--- src/rtl/microc_pkg.sv ---
// Shared constants for the microc_call datapath: ALU operation codes and
// instruction field widths.
package microc_pkg;

    localparam int INSTR_W  = 16;
    localparam int OPCODE_W = 6;
    localparam int IMM_W    = 8;
    localparam int RF_AW    = 4;

    typedef enum logic [2:0] {
        OP_MOV  = 3'b000,
        OP_NOT  = 3'b001,
        OP_ADD  = 3'b010,
        OP_SUB  = 3'b011,
        OP_AND  = 3'b100,
        OP_OR   = 3'b101,
        OP_NEGA = 3'b110,
        OP_NEGB = 3'b111
    } alu_op_e;

endpackage

--- src/rtl/microc_call_if.sv ---
// Bundle between the control unit / program ROM (master) and the
// microc_call datapath (slave).
interface microc_call_if #(
    parameter int PC_W = 10
) ();
    import microc_pkg::*;

    logic [INSTR_W-1:0]  instr;
    logic                s_inc;
    logic                s_inm;
    logic                we3;
    logic                wez;
    logic                wec;
    logic [2:0]          Op;
    logic                push;
    logic                pop;
    logic [PC_W-1:0]     pc;
    logic [OPCODE_W-1:0] Opcode;
    logic                z;
    logic                c;
    logic                stk_ovf;
    logic                stk_unf;

    modport master (
        output instr, s_inc, s_inm, we3, wez, wec, Op, push, pop,
        input  pc, Opcode, z, c, stk_ovf, stk_unf
    );

    modport slave (
        input  instr, s_inc, s_inm, we3, wez, wec, Op, push, pop,
        output pc, Opcode, z, c, stk_ovf, stk_unf
    );

endinterface

--- src/rtl/microc_call_ret_stack.sv ---
// Hardware return-address stack: STK_DEPTH entries, sp counts occupied
// entries, sticky overflow/underflow flags cleared only by reset.
module ret_stack #(
    parameter int PC_W      = 10,
    parameter int STK_DEPTH = 8
) (
    input  logic            clk,
    input  logic            reset,
    input  logic            push,
    input  logic            pop,
    input  logic [PC_W-1:0] din,
    output logic [PC_W-1:0] dout,
    output logic            full,
    output logic            empty,
    output logic            ovf,
    output logic            unf
);

    localparam int         AW      = $clog2(STK_DEPTH);
    localparam logic [AW:0] SP_ONE  = {{AW{1'b0}}, 1'b1};
    localparam logic [AW:0] SP_FULL = (AW+1)'(STK_DEPTH);

    logic [PC_W-1:0] mem_r [STK_DEPTH];
    logic [AW:0]     sp_r;
    logic [AW-1:0]   top_idx_s;
    logic            do_push_s;
    logic            do_pop_s;
    logic            ovf_r;
    logic            unf_r;

    // Occupancy decode and push/pop qualification; simultaneous push+pop is a no-op.
    always_comb begin
        full      = (sp_r == SP_FULL);
        empty     = (sp_r == {(AW+1){1'b0}});
        top_idx_s = sp_r[AW-1:0] - {{(AW-1){1'b0}}, 1'b1};
        dout      = mem_r[top_idx_s];
        do_push_s = push && !pop && !full;
        do_pop_s  = pop && !push && !empty;
    end

    // Stack pointer.
    always_ff @(posedge clk or posedge reset) begin
        if (reset) begin
            sp_r <= {(AW+1){1'b0}};
        end else if (do_push_s) begin
            sp_r <= sp_r + SP_ONE;
        end else if (do_pop_s) begin
            sp_r <= sp_r - SP_ONE;
        end
    end

    // Sticky error flags.
    always_ff @(posedge clk or posedge reset) begin
        if (reset) begin
            ovf_r <= 1'b0;
            unf_r <= 1'b0;
        end else begin
            if (push && !pop && full) begin
                ovf_r <= 1'b1;
            end
            if (pop && !push && empty) begin
                unf_r <= 1'b1;
            end
        end
    end

    // Entry storage; contents are don't-care after reset.
    always_ff @(posedge clk) begin
        if (do_push_s) begin
            mem_r[sp_r[AW-1:0]] <= din;
        end
    end

    assign ovf = ovf_r;
    assign unf = unf_r;

endmodule

--- src/rtl/microc_call.sv ---
// Single-cycle microcontroller datapath: PC, 16-entry register file, ALU,
// zero/carry flags and a return-address stack for CALL/RET.
module microc_call
    import microc_pkg::*;
#(
    parameter int PC_W      = 10,
    parameter int DATA_W    = 8,
    parameter int STK_DEPTH = 8
) (
    input  logic         clk,
    input  logic         reset,
    microc_call_if.slave bus
);

    localparam logic [PC_W-1:0] PC_ONE = {{(PC_W-1){1'b0}}, 1'b1};

    logic [DATA_W-1:0] rf_r [16];
    logic [RF_AW-1:0]  ra1_s;
    logic [RF_AW-1:0]  ra2_s;
    logic [RF_AW-1:0]  wa3_s;
    logic [DATA_W-1:0] rd1_s;
    logic [DATA_W-1:0] rd2_s;
    logic [DATA_W-1:0] a_s;
    logic [DATA_W-1:0] b_s;
    logic [DATA_W:0]   sum_s;
    logic [DATA_W-1:0] result_s;
    logic              z_next_s;
    logic              c_next_s;
    logic              z_r;
    logic              c_r;

    logic [PC_W-1:0]   pc_r;
    logic [PC_W-1:0]   pc_inc_s;
    logic [PC_W-1:0]   pc_seq_s;
    logic [PC_W-1:0]   pc_next_s;
    logic [PC_W-1:0]   stk_dout_s;
    logic              stk_full_unused_s;
    logic              stk_empty_s;
    logic              stk_ovf_s;
    logic              stk_unf_s;

    // Register-file read ports and operand selection; R0 is hardwired to zero.
    always_comb begin
        ra1_s = bus.instr[11:8];
        ra2_s = bus.s_inm ? bus.instr[3:0] : bus.instr[7:4];
        wa3_s = bus.instr[3:0];
        rd1_s = (ra1_s == 4'd0) ? {DATA_W{1'b0}} : rf_r[ra1_s];
        rd2_s = (ra2_s == 4'd0) ? {DATA_W{1'b0}} : rf_r[ra2_s];
        a_s   = bus.s_inm ? DATA_W'(bus.instr[11:4]) : rd1_s;
        b_s   = rd2_s;
    end

    // ALU; carry is the adder carry-out for ADD and the unsigned borrow for SUB.
    always_comb begin
        sum_s    = {1'b0, a_s} + {1'b0, b_s};
        result_s = a_s;
        c_next_s = 1'b0;
        case (alu_op_e'(bus.Op))
            OP_MOV:  result_s = a_s;
            OP_NOT:  result_s = ~a_s;
            OP_ADD: begin
                result_s = sum_s[DATA_W-1:0];
                c_next_s = sum_s[DATA_W];
            end
            OP_SUB: begin
                result_s = a_s - b_s;
                c_next_s = (a_s < b_s);
            end
            OP_AND:  result_s = a_s & b_s;
            OP_OR:   result_s = a_s | b_s;
            OP_NEGA: result_s = {DATA_W{1'b0}} - a_s;
            OP_NEGB: result_s = {DATA_W{1'b0}} - b_s;
            default: result_s = a_s;
        endcase
        z_next_s = (result_s == {DATA_W{1'b0}});
    end

    // Register-file write port; contents intentionally survive reset.
    always_ff @(posedge clk) begin
        if (bus.we3 && (wa3_s != 4'd0)) begin
            rf_r[wa3_s] <= result_s;
        end
    end

    // Zero and carry flags.
    always_ff @(posedge clk or posedge reset) begin
        if (reset) begin
            z_r <= 1'b0;
            c_r <= 1'b0;
        end else begin
            if (bus.wez) begin
                z_r <= z_next_s;
            end
            if (bus.wec) begin
                c_r <= c_next_s;
            end
        end
    end

    // Next-PC selection: a lone pop returns (or steps past an empty stack), otherwise s_inc decides.
    always_comb begin
        pc_inc_s = pc_r + PC_ONE;
        pc_seq_s = bus.s_inc ? pc_inc_s : bus.instr[PC_W-1:0];
        if (bus.pop && !bus.push) begin
            pc_next_s = stk_empty_s ? pc_inc_s : stk_dout_s;
        end else begin
            pc_next_s = pc_seq_s;
        end
    end

    // Program counter.
    always_ff @(posedge clk or posedge reset) begin
        if (reset) begin
            pc_r <= {PC_W{1'b0}};
        end else begin
            pc_r <= pc_next_s;
        end
    end

    ret_stack #(
        .PC_W      (PC_W),
        .STK_DEPTH (STK_DEPTH)
    ) u_ret_stack (
        .clk   (clk),
        .reset (reset),
        .push  (bus.push),
        .pop   (bus.pop),
        .din   (pc_inc_s),
        .dout  (stk_dout_s),
        .full  (stk_full_unused_s),
        .empty (stk_empty_s),
        .ovf   (stk_ovf_s),
        .unf   (stk_unf_s)
    );

    assign bus.pc      = pc_r;
    assign bus.Opcode  = bus.instr[15:10];
    assign bus.z       = z_r;
    assign bus.c       = c_r;
    assign bus.stk_ovf = stk_ovf_s;
    assign bus.stk_unf = stk_unf_s;

endmodule
--- src/flat_wrapper.sv ---
// flat-port wrapper written by rule: the top's interface ports become plain ports
module microc_call_flat import microc_pkg::*;
#(
    parameter int PC_W      = 10,
    parameter int DATA_W    = 8,
    parameter int STK_DEPTH = 8
)
  (clk, reset, bus_instr, bus_s_inc, bus_s_inm, bus_we3, bus_wez, bus_wec, bus_Op, bus_push, bus_pop, bus_pc, bus_Opcode, bus_z, bus_c, bus_stk_ovf, bus_stk_unf);
  microc_call_if #(.PC_W(PC_W)) bus_i ();
  input  logic clk;
  input  logic reset;
  input wire logic [$bits(bus_i.instr)-1:0] bus_instr;
  input wire logic [$bits(bus_i.s_inc)-1:0] bus_s_inc;
  input wire logic [$bits(bus_i.s_inm)-1:0] bus_s_inm;
  input wire logic [$bits(bus_i.we3)-1:0] bus_we3;
  input wire logic [$bits(bus_i.wez)-1:0] bus_wez;
  input wire logic [$bits(bus_i.wec)-1:0] bus_wec;
  input wire logic [$bits(bus_i.Op)-1:0] bus_Op;
  input wire logic [$bits(bus_i.push)-1:0] bus_push;
  input wire logic [$bits(bus_i.pop)-1:0] bus_pop;
  output wire logic [$bits(bus_i.pc)-1:0] bus_pc;
  output wire logic [$bits(bus_i.Opcode)-1:0] bus_Opcode;
  output wire logic [$bits(bus_i.z)-1:0] bus_z;
  output wire logic [$bits(bus_i.c)-1:0] bus_c;
  output wire logic [$bits(bus_i.stk_ovf)-1:0] bus_stk_ovf;
  output wire logic [$bits(bus_i.stk_unf)-1:0] bus_stk_unf;
  assign bus_i.instr = bus_instr;
  assign bus_i.s_inc = bus_s_inc;
  assign bus_i.s_inm = bus_s_inm;
  assign bus_i.we3 = bus_we3;
  assign bus_i.wez = bus_wez;
  assign bus_i.wec = bus_wec;
  assign bus_i.Op = bus_Op;
  assign bus_i.push = bus_push;
  assign bus_i.pop = bus_pop;
  assign bus_pc = bus_i.pc;
  assign bus_Opcode = bus_i.Opcode;
  assign bus_z = bus_i.z;
  assign bus_c = bus_i.c;
  assign bus_stk_ovf = bus_i.stk_ovf;
  assign bus_stk_unf = bus_i.stk_unf;
  microc_call #(.PC_W(PC_W), .DATA_W(DATA_W), .STK_DEPTH(STK_DEPTH)) u_core (.clk(clk), .reset(reset), .bus(bus_i));
endmodule
--- config.mk ---
export PLATFORM = sky130hd
export DESIGN_NAME = microc_call_flat
export DESIGN_NICKNAME = d
export VERILOG_FILES = /design/src/rtl/microc_pkg.sv /design/src/rtl/microc_call_if.sv /design/src/rtl/microc_call_ret_stack.sv /design/src/rtl/microc_call.sv /design/src/flat_wrapper.sv
export SDC_FILE = /design/constraint.sdc
export NUM_CORES = 1
export LEC_CHECK = 0
export CAP_MARGIN = 10
export CELL_PAD_IN_SITES_DETAIL_PLACEMENT = 1
export CELL_PAD_IN_SITES_GLOBAL_PLACEMENT = 1
export CORE_ASPECT_RATIO = 2
export CORE_MARGIN = 2
export CORE_UTILIZATION = 51
export CTS_BUF_LIST = sky130_fd_sc_hd__clkbuf_8 sky130_fd_sc_hd__clkbuf_16
export DETAILED_ROUTE_END_ITERATION = 10
export PLACE_DENSITY_LB_ADDON = 0.1
export SETUP_SLACK_MARGIN = 0.2
export SKIP_CTS_REPAIR_TIMING = 1
export SYNTH_ARGS = -nofsm -noshare
export SYNTH_HDL_FRONTEND = slang
export SYNTH_SLANG_ARGS = --single-unit
--- constraint.sdc ---
create_clock -name clk -period 4.73 [get_ports clk]
set_input_delay 0.946 -clock clk [delete_from_list [all_inputs] [get_ports clk]]
set_output_delay 0.946 -clock clk [all_outputs]
set_load 0.1 [all_outputs]
==> impl_metrics.py, run 1 <==
metrics = {
    "synth": {
        "synth_edf_count": 208,
        "avgSynthCellArea_um2": 12.7,
        "synth_ff_type": "edfxtp_1",
        "synthArstFlopShare_pct": 7.96,
        "synth_seq_cells": 226,
        "netlist-cell-type-count": 92,
        "seq_area_frac_synth_pct": 53.1,
        "syn_area_um2": 12600,
        "netlist_instances": 995,
        "synth_warnings": 0,
    },
    "setup_path": {
        "reg2reg_from": "u_core.rf_r[4][1]",
        "startpoint_type": "primary input",
        "crit_start": "bus_instr[1]",
        "crit_type": "primary input to flop",
        "path_max_fanout": 6,
        "rrSetupSlack_ps": 810,
        "arrival_ps": 4950,
        "timing.rr.end": "u_core.rf_r[10][7]",
        "setup.worst_path.end": "u_core.bus.z",
        "r2r_cells": 18,
        "crit_path_end_kind": "flop",
        "crit_required_ps": 5190,
    },
    "cells_and_area": {
        "areaGrowthSynthToFinish_pct": 27.9,
        "finalNetCount": 1289,
        "fin_cells": 1533,
        "post-route-util_pct": 66.3,
        "antennaDiodeCount": 0,
        "drive_above_1_share_pct": 34.9,
        "fillers": 2354,
        "fin_area_um2": 16100,
    },
    "timing": {
        "setup_tns_ps": 0,
        "max_freq_ghz": 0.223,
        "slew_viol_final": 0,
        "period_share_pct": 94.9,
        "rsz0062_at_grt": "no",
        "setup_violations": 0,
        "timing.final.crit_period_ps": 4490,
        "hold_violations": 0,
        "tightestPinTransition_ps": 1040,
        "maxSlewHeadroom_pct": 30.3,
        "finClkSkew_ps": 12.6,
        "setup_ws_ps": 243,
    },
    "die": {
        "die_area_um2": 26100,
        "ios": 48,
        "core_um2": 24300,
        "row_count": 81,
        "fp.dieW_um": 115,
        "initial_utilization_pct": 51.8,
        "die_height_um": 226,
    },
    "clock_network": {
        "clockBufferDepth": 3,
        "cts_buffers": 20,
        "cts_tree": "done",
        "clock_latency_ps": 520,
        "cts.sinks": 226,
        "clkSlewWorstSetupHoldPaths_ps": 70,
        "cts-htree-levels": 1,
        "root_buffer": "clkbuf_16",
    },
    "route": {
        "first_pass_iters": 5,
        "drtIter0Drc": 600,
        "dr_total_vias": 9888,
        "via_per_inst": 6.45,
        "routed_wl_mm": 45.7,
        "routedWlPerCell_um": 29.8,
        "drcViolationCount": 0,
        "ant_nets": 0,
    },
    "global_routing": {
        "grt_pass1_vias": 10484,
        "grt_pass1_wl_mm": 64.6,
        "gr-total-overflow": 0,
        "grt_max_degree": 29,
        "track_usage_pct": 34.6,
        "antenna_found_initial": 0,
    },
    "place": {
        "gp_congestion": 0.943,
        "place_hpwl_mm": 35.0,
        "placed_area_um2": 14900,
        "pre_cts_ws_ps": -651,
        "io_buffers": 39,
        "dp.cells": 1486,
    },
    "flow_run": {
        "drv_cap": 0,
    },
    "power_and_ir_drop": {
        "power.density_nw_per_um2": 451,
        "p_leak_uw": 0.00617,
        "max-vdd-ir-drop_mv": 0.368,
    },
    "min_path": {
        "hold_path_class": "flop to flop",
    },
    "outcome": {
        "status": "finished, final reports clean",
    },
}
where the power goes:
part           switching [uW]  internal, uW
clock network             743          1030
logic                    1720          1120
registers                 117          2550
total                    2580          4690
cell families after synthesis:
logic type,after synthesis,share of synthesized area [%]
simple gates,241,9.23
xor+xnor,21,1.46
compound gates,251,14.2
buf+inv,109,4.38
fa+ha+maj,32,3.36
mux,114,14.2
other cells,1,0.0298
flops,226,53.1
synth_stat cells, types with 14 or more instances:
master,count,area share (%)
inv_1,41,1.2
a21oi_1,48,1.9
mux4_2,46,8.2
o211ai_1,17,1.0
xnor2_1,14,0.97
mux2i_1,41,3.3
nand3_1,22,0.87
clkbuf_1,22,0.66
a211oi_1,15,0.89
nor3_1,15,0.60
edfxtp_1,208,50
ha_1,29,2.9
nor2_1,49,1.5
mux2_2,21,1.9
buf_2,19,0.75
nand2_1,89,2.7
nor2b_1,14,0.69
dfrtp_1,18,3.6
o21ai_0,48,1.9
layout by cell type, fill, tap and decap left out, types with 8 or more instances in the layout:
| master | Yosys | layout |
|---|---|---|
| buf_4 | 7 | 203 |
| o211ai_1 | 17 | 17 |
| a31oi_1 | 11 | 9 |
| mux2i_1 | 41 | 40 |
| nand2_1 | 89 | 89 |
| edfxtp_1 | 208 | 208 |
| a21oi_1 | 48 | 40 |
| nand2b_1 | 9 | 9 |
| buf_12 | 1 | 14 |
| mux4_2 | 46 | 46 |
| mux2_2 | 21 | 18 |
| o21ai_1 | 8 | 14 |
| dlymetal6s2s_1 | 0 | 9 |
| a211oi_1 | 15 | 11 |
| nor2b_1 | 14 | 12 |
| nand3_1 | 22 | 22 |
| clkdlybuf4s50_1 | 0 | 26 |
| o21ai_0 | 48 | 40 |
| clkbuf_16 | 0 | 23 |
| conb_1 | 1 | 8 |
| nor2_1 | 49 | 47 |
| nor3_1 | 15 | 9 |
| dfrtp_1 | 18 | 18 |
| inv_1 | 41 | 38 |
| ha_1 | 29 | 21 |
| xnor2_1 | 14 | 13 |
| buf_6 | 10 | 12 |
area by class of cell:
cell class | count | area, um2 | share of cell area, %
Clock buffer | 21 | 526 | 3.26
Clock inverter | 15 | 184 | 1.14
Inverter | 45 | 175 | 1.09
Multi-Input combinational cell | 667 | 5790 | 35.9
Sequential cell | 226 | 6700 | 41.5
Tap cell | 290 | 363 | 2.25
Timing Repair Buffer | 269 | 2390 | 14.8
layer usage:
layer  global-route usage (%)  share of wire [%]  vias to the layer above
met1                     33.6                 32                     5028
met5                        0                  0                        -
met2                     65.9                 55                      373
met4                     24.4                9.3                        0
li1                         -                  -                     4304
met3                     3.64                3.6                      183
how the worst min path moves through the flow:
stage          slack (ps)                       start  cells past startpoint                         end
2_1_floorplan         480  u_core.u_ret_stack.sp_r[3]                      1  u_core.u_ret_stack.sp_r[3]
3_3_place_gp          450      u_core.u_ret_stack.unf                      1      u_core.u_ret_stack.unf
3_5_place_dp          460      u_core.u_ret_stack.unf                      1      u_core.u_ret_stack.unf
4_1_cts               480      u_core.u_ret_stack.unf                      1      u_core.u_ret_stack.unf
5_1_grt               500      u_core.u_ret_stack.unf                      1      u_core.u_ret_stack.unf
6_report              470      u_core.u_ret_stack.unf                      1      u_core.u_ret_stack.unf
state kept, by name (all words and copies together) (netlist names):
| register | flops |
|---|---|
| u_core.u_ret_stack.unf | 1 |
| u_core.u_ret_stack.sp_r | 4 |
| u_core.rf_r | 128 |
| u_core.u_ret_stack.mem_r | 80 |
| u_core.bus.c | 1 |
| u_core.u_ret_stack.ovf | 1 |
| u_core.bus.z | 1 |
| u_core.bus.pc | 10 |
critical path, cell delays in order:
cell and delay, ps:
dlymetal6s2s_1 200, clkbuf_16 190, buf_4 160, a21boi_0 130, mux2_2 310, a221oi_2 310, o21bai_2 130, a21o_1 190
buf_4 160, buf_12 120, fa_2 370, o21ai_2 170, xnor2_2 140, o21ai_1 80, o221ai_1 90, o31ai_1 130
a211o_2 310, or4_4 430, a211oi_2 200, a32o_2 200
metrics by stage:
step / total power (uW) / hold WS [ps]
after floorplan: 4410 / 475
after global placement: 5320 / 454
after detailed placement: 5400 / 461
after CTS: 7180 / 476
after global routing: 7530 / 496
final: 7270 / 471
Power figures use the tool's default switching activity.
==> run 2: changes to the inputs <==
Settings changed: REMOVE_ABC_BUFFERS from default to 1.
==> run 2 against run 1 <==
Compared with the run above:
- sequential share of layout area grew 0.27 points
- non-clock buffer count shrank 1
- first-iteration DRC count grew 17%
- total power down 0.95%
- die area unchanged
- worst setup slack gained 15 ps
- via count is 0.10% lower
- critical endpoint unchanged
- largest power group unchanged
- highest routed layer unchanged
==> impl_metrics.py, run 2 (synthesis gave the netlist of run 1 again) <==
metrics = {
    "timing": {
        "setup_violations": 0,
        "setup_tns_ps": 0,
        "finClkSkew_ps": 18.3,
        "hold_violations": 0,
        "maxSlewHeadroom_pct": 22.5,
        "slew_viol_final": 0,
        "rsz0062_at_grt": "yes",
        "max_freq_ghz": 0.224,
        "period_share_pct": 94.5,
        "timing.final.crit_period_ps": 4470,
        "tightestPinTransition_ps": 1160,
    },
    "cells_and_area": {
        "final_common_cell": "edfxtp_1",
        "antennaDiodeCount": 0,
        "fin_area_um2": 16000,
        "finalNetCount": 1289,
        "drive_above_1_share_pct": 35.2,
        "largest_register": "u_core.rf_r",
        "final_cell_mix": "edfxtp_1 (208), buf_4 (205), nand2_1 (88), nor2_1 (48), mux4_2 (46)",
        "largest_register_ffs": 128,
        "areaGrowthSynthToFinish_pct": 27.1,
        "fillers": 2393,
    },
    "route": {
        "routed_wl_mm": 46.0,
        "routedWlPerCell_um": 30.0,
        "via_per_inst": 6.44,
        "ant_nets": 0,
        "dr_total_vias": 9878,
        "first_pass_iters": 5,
        "drtIter0Drc": 703,
        "drcViolationCount": 0,
    },
    "setup_path": {
        "crit_type": "primary input to flop",
        "crit_path_end_kind": "flop",
        "arrival_ps": 4900,
        "startpoint_type": "primary input",
        "crit_required_ps": 5160,
        "path_max_fanout": 5,
    },
    "global_routing": {
        "grt_pass1_wl_mm": 65.5,
        "grt_pass1_vias": 10566,
        "antenna_found_initial": 0,
        "track_usage_pct": 35.1,
        "grt_max_degree": 29,
        "gr-total-overflow": 0,
    },
    "clock_network": {
        "clkSlewWorstSetupHoldPaths_ps": 80,
        "cts_buffers": 21,
        "root_buffer": "clkbuf_16",
        "cts.sinks": 226,
        "cts_tree": "done",
        "cts-htree-levels": 1,
        "clockBufferDepth": 3,
        "clock_latency_ps": 530,
    },
    "place": {
        "placed_area_um2": 14700,
        "io_buffers": 39,
        "place_hpwl_mm": 34.8,
        "gp_congestion": 1.06,
    },
    "power_and_ir_drop": {
        "max-vdd-ir-drop_mv": 0.453,
        "power_uw": 7210,
        "power.density_nw_per_um2": 450,
        "p_leak_uw": 0.00611,
    },
    "die": {
        "row_count": 81,
        "die_area_um2": 26100,
        "die_height_um": 226,
        "ios": 48,
        "initial_utilization_pct": 51.8,
        "core_um2": 24300,
        "fp.dieW_um": 115,
    },
    "min_path": {
        "hold_path_class": "flop to flop",
    },
    "outcome": {
        "status": "finished, final reports clean",
    },
    "flow_run": {
        "drv_cap": 0,
    },
}
==> run 2: final timing paths <==
| check | slack (ps) | cells past startpoint | from | end |
|---|---|---|---|---|
| min in group asynchronous | 980 | 2 | reset | u_core.u_ret_stack.unf |
| worst max-delay path | 260 | 17 | bus_instr[3] | u_core.bus.z |
| max in group asynchronous | 3100 | 2 | reset | u_core.bus.pc[7] |
| worst min register to register | 470 | 1 | u_core.u_ret_stack.unf | u_core.u_ret_stack.unf |
| worst max register to register | 630 | 18 | u_core.rf_r[3][1] | u_core.rf_r[9][5] |
| worst min-delay path | 470 | 1 | u_core.u_ret_stack.unf | u_core.u_ret_stack.unf |
==> run 2: final cells by class <==
class                   instances  area, um2  share of cell area [%]
clock inverters                12        128                   0.797
repair buffers                268       2300                    14.4
clock buffers                  25        581                    3.62
multi-input cells             667       5780                    36.1
flip-flops and latches        226       6700                    41.8
well taps                     290        363                    2.27
inverters                      45        171                    1.07
==> run 2: stage by stage <==
stage / instances / util, % / hold slack (ps) / worst slack, ps
floorplan: 938 / - / 475 / -61.8
global placement: 1474 / 60.4 / 453 / -676
detailed placement: 1474 / 60.4 / 459 / -704
CTS: 1511 / 63.3 / 476 / -162
global route: 1533 / 65.9 / 488 / 151
finish: 1533 / 65.9 / 473 / 259
==> run 2: worst max-delay path, cell delays in order <==
cell             delay, ps
clkdlybuf4s50_1        580
mux2_2                 410
buf_12                 150
buf_4                  160
nand4_1                220
nand3_1                190
or3_4                  460
ha_1                   350
inv_1                   90
a21oi_2                190
nor2_1                  70
a211oi_2               230
o32ai_2                110
buf_4                  160
nor3_4                 250
nor3_2                  70
a32o_1                 260
==> run 2: power by group <==
group / switching [uW] / internal [uW]
Clock: 758 / 992
Combinational: 1700 / 1090
Sequential: 121 / 2550
==> run 2: layer usage <==
| layer | global-route usage (%) | wire [um] | part of all wire (%) | vias to the layer above |
|---|---|---|---|---|
| met5 | 0 | 0 | 0 | - |
| met4 | 27.4 | 4220 | 9.2 | 0 |
| met3 | 4.09 | 2010 | 4.4 | 192 |
| met2 | 65.4 | 25200 | 55 | 404 |
| met1 | 33.8 | 14500 | 32 | 4974 |
| li1 | - | - | - | 4308 |
==> run 3: changes to the inputs <==
Settings changed: CORE_MARGIN 2 to 3, HOLD_SLACK_MARGIN from default to 0.12.
==> run 3 against run 2 <==
Compared with the run above:
- critical path depth increased by 3
- worst hold slack improved by 0.83 ps
- global-route usage decreased by 1.0 points
- cell area increased by 1.5%
- utilization increased by 1.5 points
- count of clock-buffer cells in the layout decreased by 4
- worst setup slack got worse by 30 ps
- fmax decreased by 0.67%
- via count increased by 2.3%
- sequential power about the same
- sequential share of layout area decreased by 0.61 points
==> impl_metrics.py, run 3 (synthesis gave the netlist of run 1 again) <==
metrics = {
    "min_path": {
        "holdCritStartpoint": "u_core.u_ret_stack.unf",
        "holdPathStages": 1,
        "min_to": "u_core.u_ret_stack.unf",
        "hold_path_class": "flop to flop",
    },
    "setup_path": {
        "rrSetupSlack_ps": 800,
        "r2r_cells": 18,
        "crit_path_end_kind": "flop",
        "path_max_fanout": 16,
        "startpoint_type": "primary input",
        "crit_required_ps": 5100,
        "crit_type": "primary input to flop",
        "reg2reg_from": "u_core.rf_r[7][1]",
        "timing.rr.end": "u_core.rf_r[7][5]",
        "arrival_ps": 4870,
    },
    "timing": {
        "timing.final.crit_period_ps": 4500,
        "hold_ws_ps": 473,
        "setup_tns_ps": 0,
        "max_freq_ghz": 0.222,
        "hold_violations": 0,
        "period_share_pct": 95.2,
        "slew_viol_final": 0,
        "finClkSkew_ps": 12.0,
        "maxSlewHeadroom_pct": 32.6,
        "tightestPinTransition_ps": 1010,
        "rsz0062_at_grt": "no",
        "setup_ws_ps": 229,
        "setup_violations": 0,
    },
    "global_routing": {
        "grt_pass1_wl_mm": 66.0,
        "track_usage_pct": 34.0,
        "grt_max_degree": 29,
        "grt_pass1_vias": 10748,
        "antenna_found_initial": 0,
        "gr-total-overflow": 0,
    },
    "place": {
        "placed_area_um2": 14900,
        "gp_congestion": 0.963,
        "pre_cts_ws_ps": -917,
        "io_buffers": 39,
        "place_hpwl_mm": 34.6,
    },
    "die": {
        "die_area_um2": 26700,
        "core_um2": 24100,
        "row_count": 80,
        "initial_utilization_pct": 52.2,
        "die_height_um": 228,
        "ios": 48,
        "fp.dieW_um": 117,
    },
    "route": {
        "first_pass_iters": 5,
        "drcViolationCount": 0,
        "dr_total_vias": 10104,
        "routedWlPerCell_um": 29.9,
        "via_per_inst": 6.39,
        "ant_nets": 0,
        "routed_wl_mm": 47.3,
        "drtIter0Drc": 722,
    },
    "clock_network": {
        "clock_latency_ps": 520,
        "cts.sinks": 226,
        "cts_tree": "done",
        "clkSlewWorstSetupHoldPaths_ps": 70,
        "cts_buffers": 21,
        "root_buffer": "clkbuf_16",
        "cts-htree-levels": 1,
        "clockBufferDepth": 3,
    },
    "power_and_ir_drop": {
        "switching_share_pct": 35.8,
        "p_leak_uw": 0.00623,
        "seq_power_share_pct": 36.1,
        "max-vdd-ir-drop_mv": 0.371,
        "power.density_nw_per_um2": 454,
        "power_frac_comb_pct": 38.6,
        "intPower_uw": 4740,
        "power_frac_clock_pct": 25.3,
        "p_sw_uw": 2640,
    },
    "cells_and_area": {
        "finalNetCount": 1297,
        "fillers": 2339,
        "drive_above_1_share_pct": 35.3,
        "multi_input_area_um2": 5800,
        "final_common_cell": "buf_4",
        "fin_area_um2": 16300,
        "largest_register_ffs": 128,
        "areaGrowthSynthToFinish_pct": 29.0,
        "final-seq-area_um2": 6700,
        "post-route-util_pct": 67.4,
        "antennaDiodeCount": 0,
        "final_cell_mix": "buf_4 (214), edfxtp_1 (208), nand2_1 (89), nor2_1 (47), mux4_2 (46)",
        "largest_register": "u_core.rf_r",
    },
    "outcome": {
        "status": "finished, final reports clean",
    },
    "flow_run": {
        "drv_cap": 0,
    },
}
run 3: layout make-up:
type / count / share of cell area [%]
multi-input cells: 667 / 35.7
well taps: 328 / 2.52
flip-flops and latches: 226 / 41.2
clock buffers: 21 / 3.23
repair buffers: 276 / 14.9
clock inverters: 17 / 1.39
inverters: 45 / 1.06
run 3: worst max-delay path by stage:
stage | slack (ps) | cells after the start | from | end
after floorplan | -60 | 19 | bus_s_inm | u_core.bus.z
after global placement | -980 | 22 | bus_instr[0] | u_core.rf_r[8][7]
after detailed placement | -920 | 22 | bus_instr[0] | u_core.rf_r[11][7]
after CTS | -410 | 22 | bus_instr[0] | u_core.rf_r[11][7]
after global routing | 120 | 20 | bus_instr[4] | u_core.rf_r[8][7]
final | 230 | 20 | bus_instr[7] | u_core.rf_r[7][5]
run 3: power by group through the flow:
stage / Combinational [uW] / Sequential, uW / Clock, uW
after global placement: 2610 / 2690 / 0
after detailed placement: 2690 / 2700 / 0
final: 2850 / 2670 / 1870
after CTS: 2720 / 2660 / 1880
after global routing: 3000 / 2680 / 1960
after floorplan: 1230 / 3070 / 0
run 3: routing by layer:
layer,vias to the layer above,GRT usage [%],part of all wire (%)
met5,-,0,0
met4,0,25.2,9.4
met3,208,4.58,5.3
met2,522,62.1,54
met1,5052,33.0,31
li1,4322,-,-
run 3: stage by stage:
stage	total power (uW)	cells
after floorplan	4300	938
after global placement	5300	1526
after detailed placement	5390	1526
after CTS	7260	1564
after global routing	7640	1580
final	7380	1580
run 3: critical path, cell delays in order:
cell and delay (ps):
clkdlybuf4s50_1 570, mux2_4 400, buf_12 150, o221ai_4 70, a31oi_1 80, buf_4 140, a21o_1 170, buf_4 150
ha_1 300, nand2b_1 60, a21oi_1 240, o21ai_1 130, a21oi_1 210, buf_4 160, o21a_1 130, o31ai_1 70
a21oi_1 170, a2bb2oi_1 380, a21o_1 170, buf_12 160
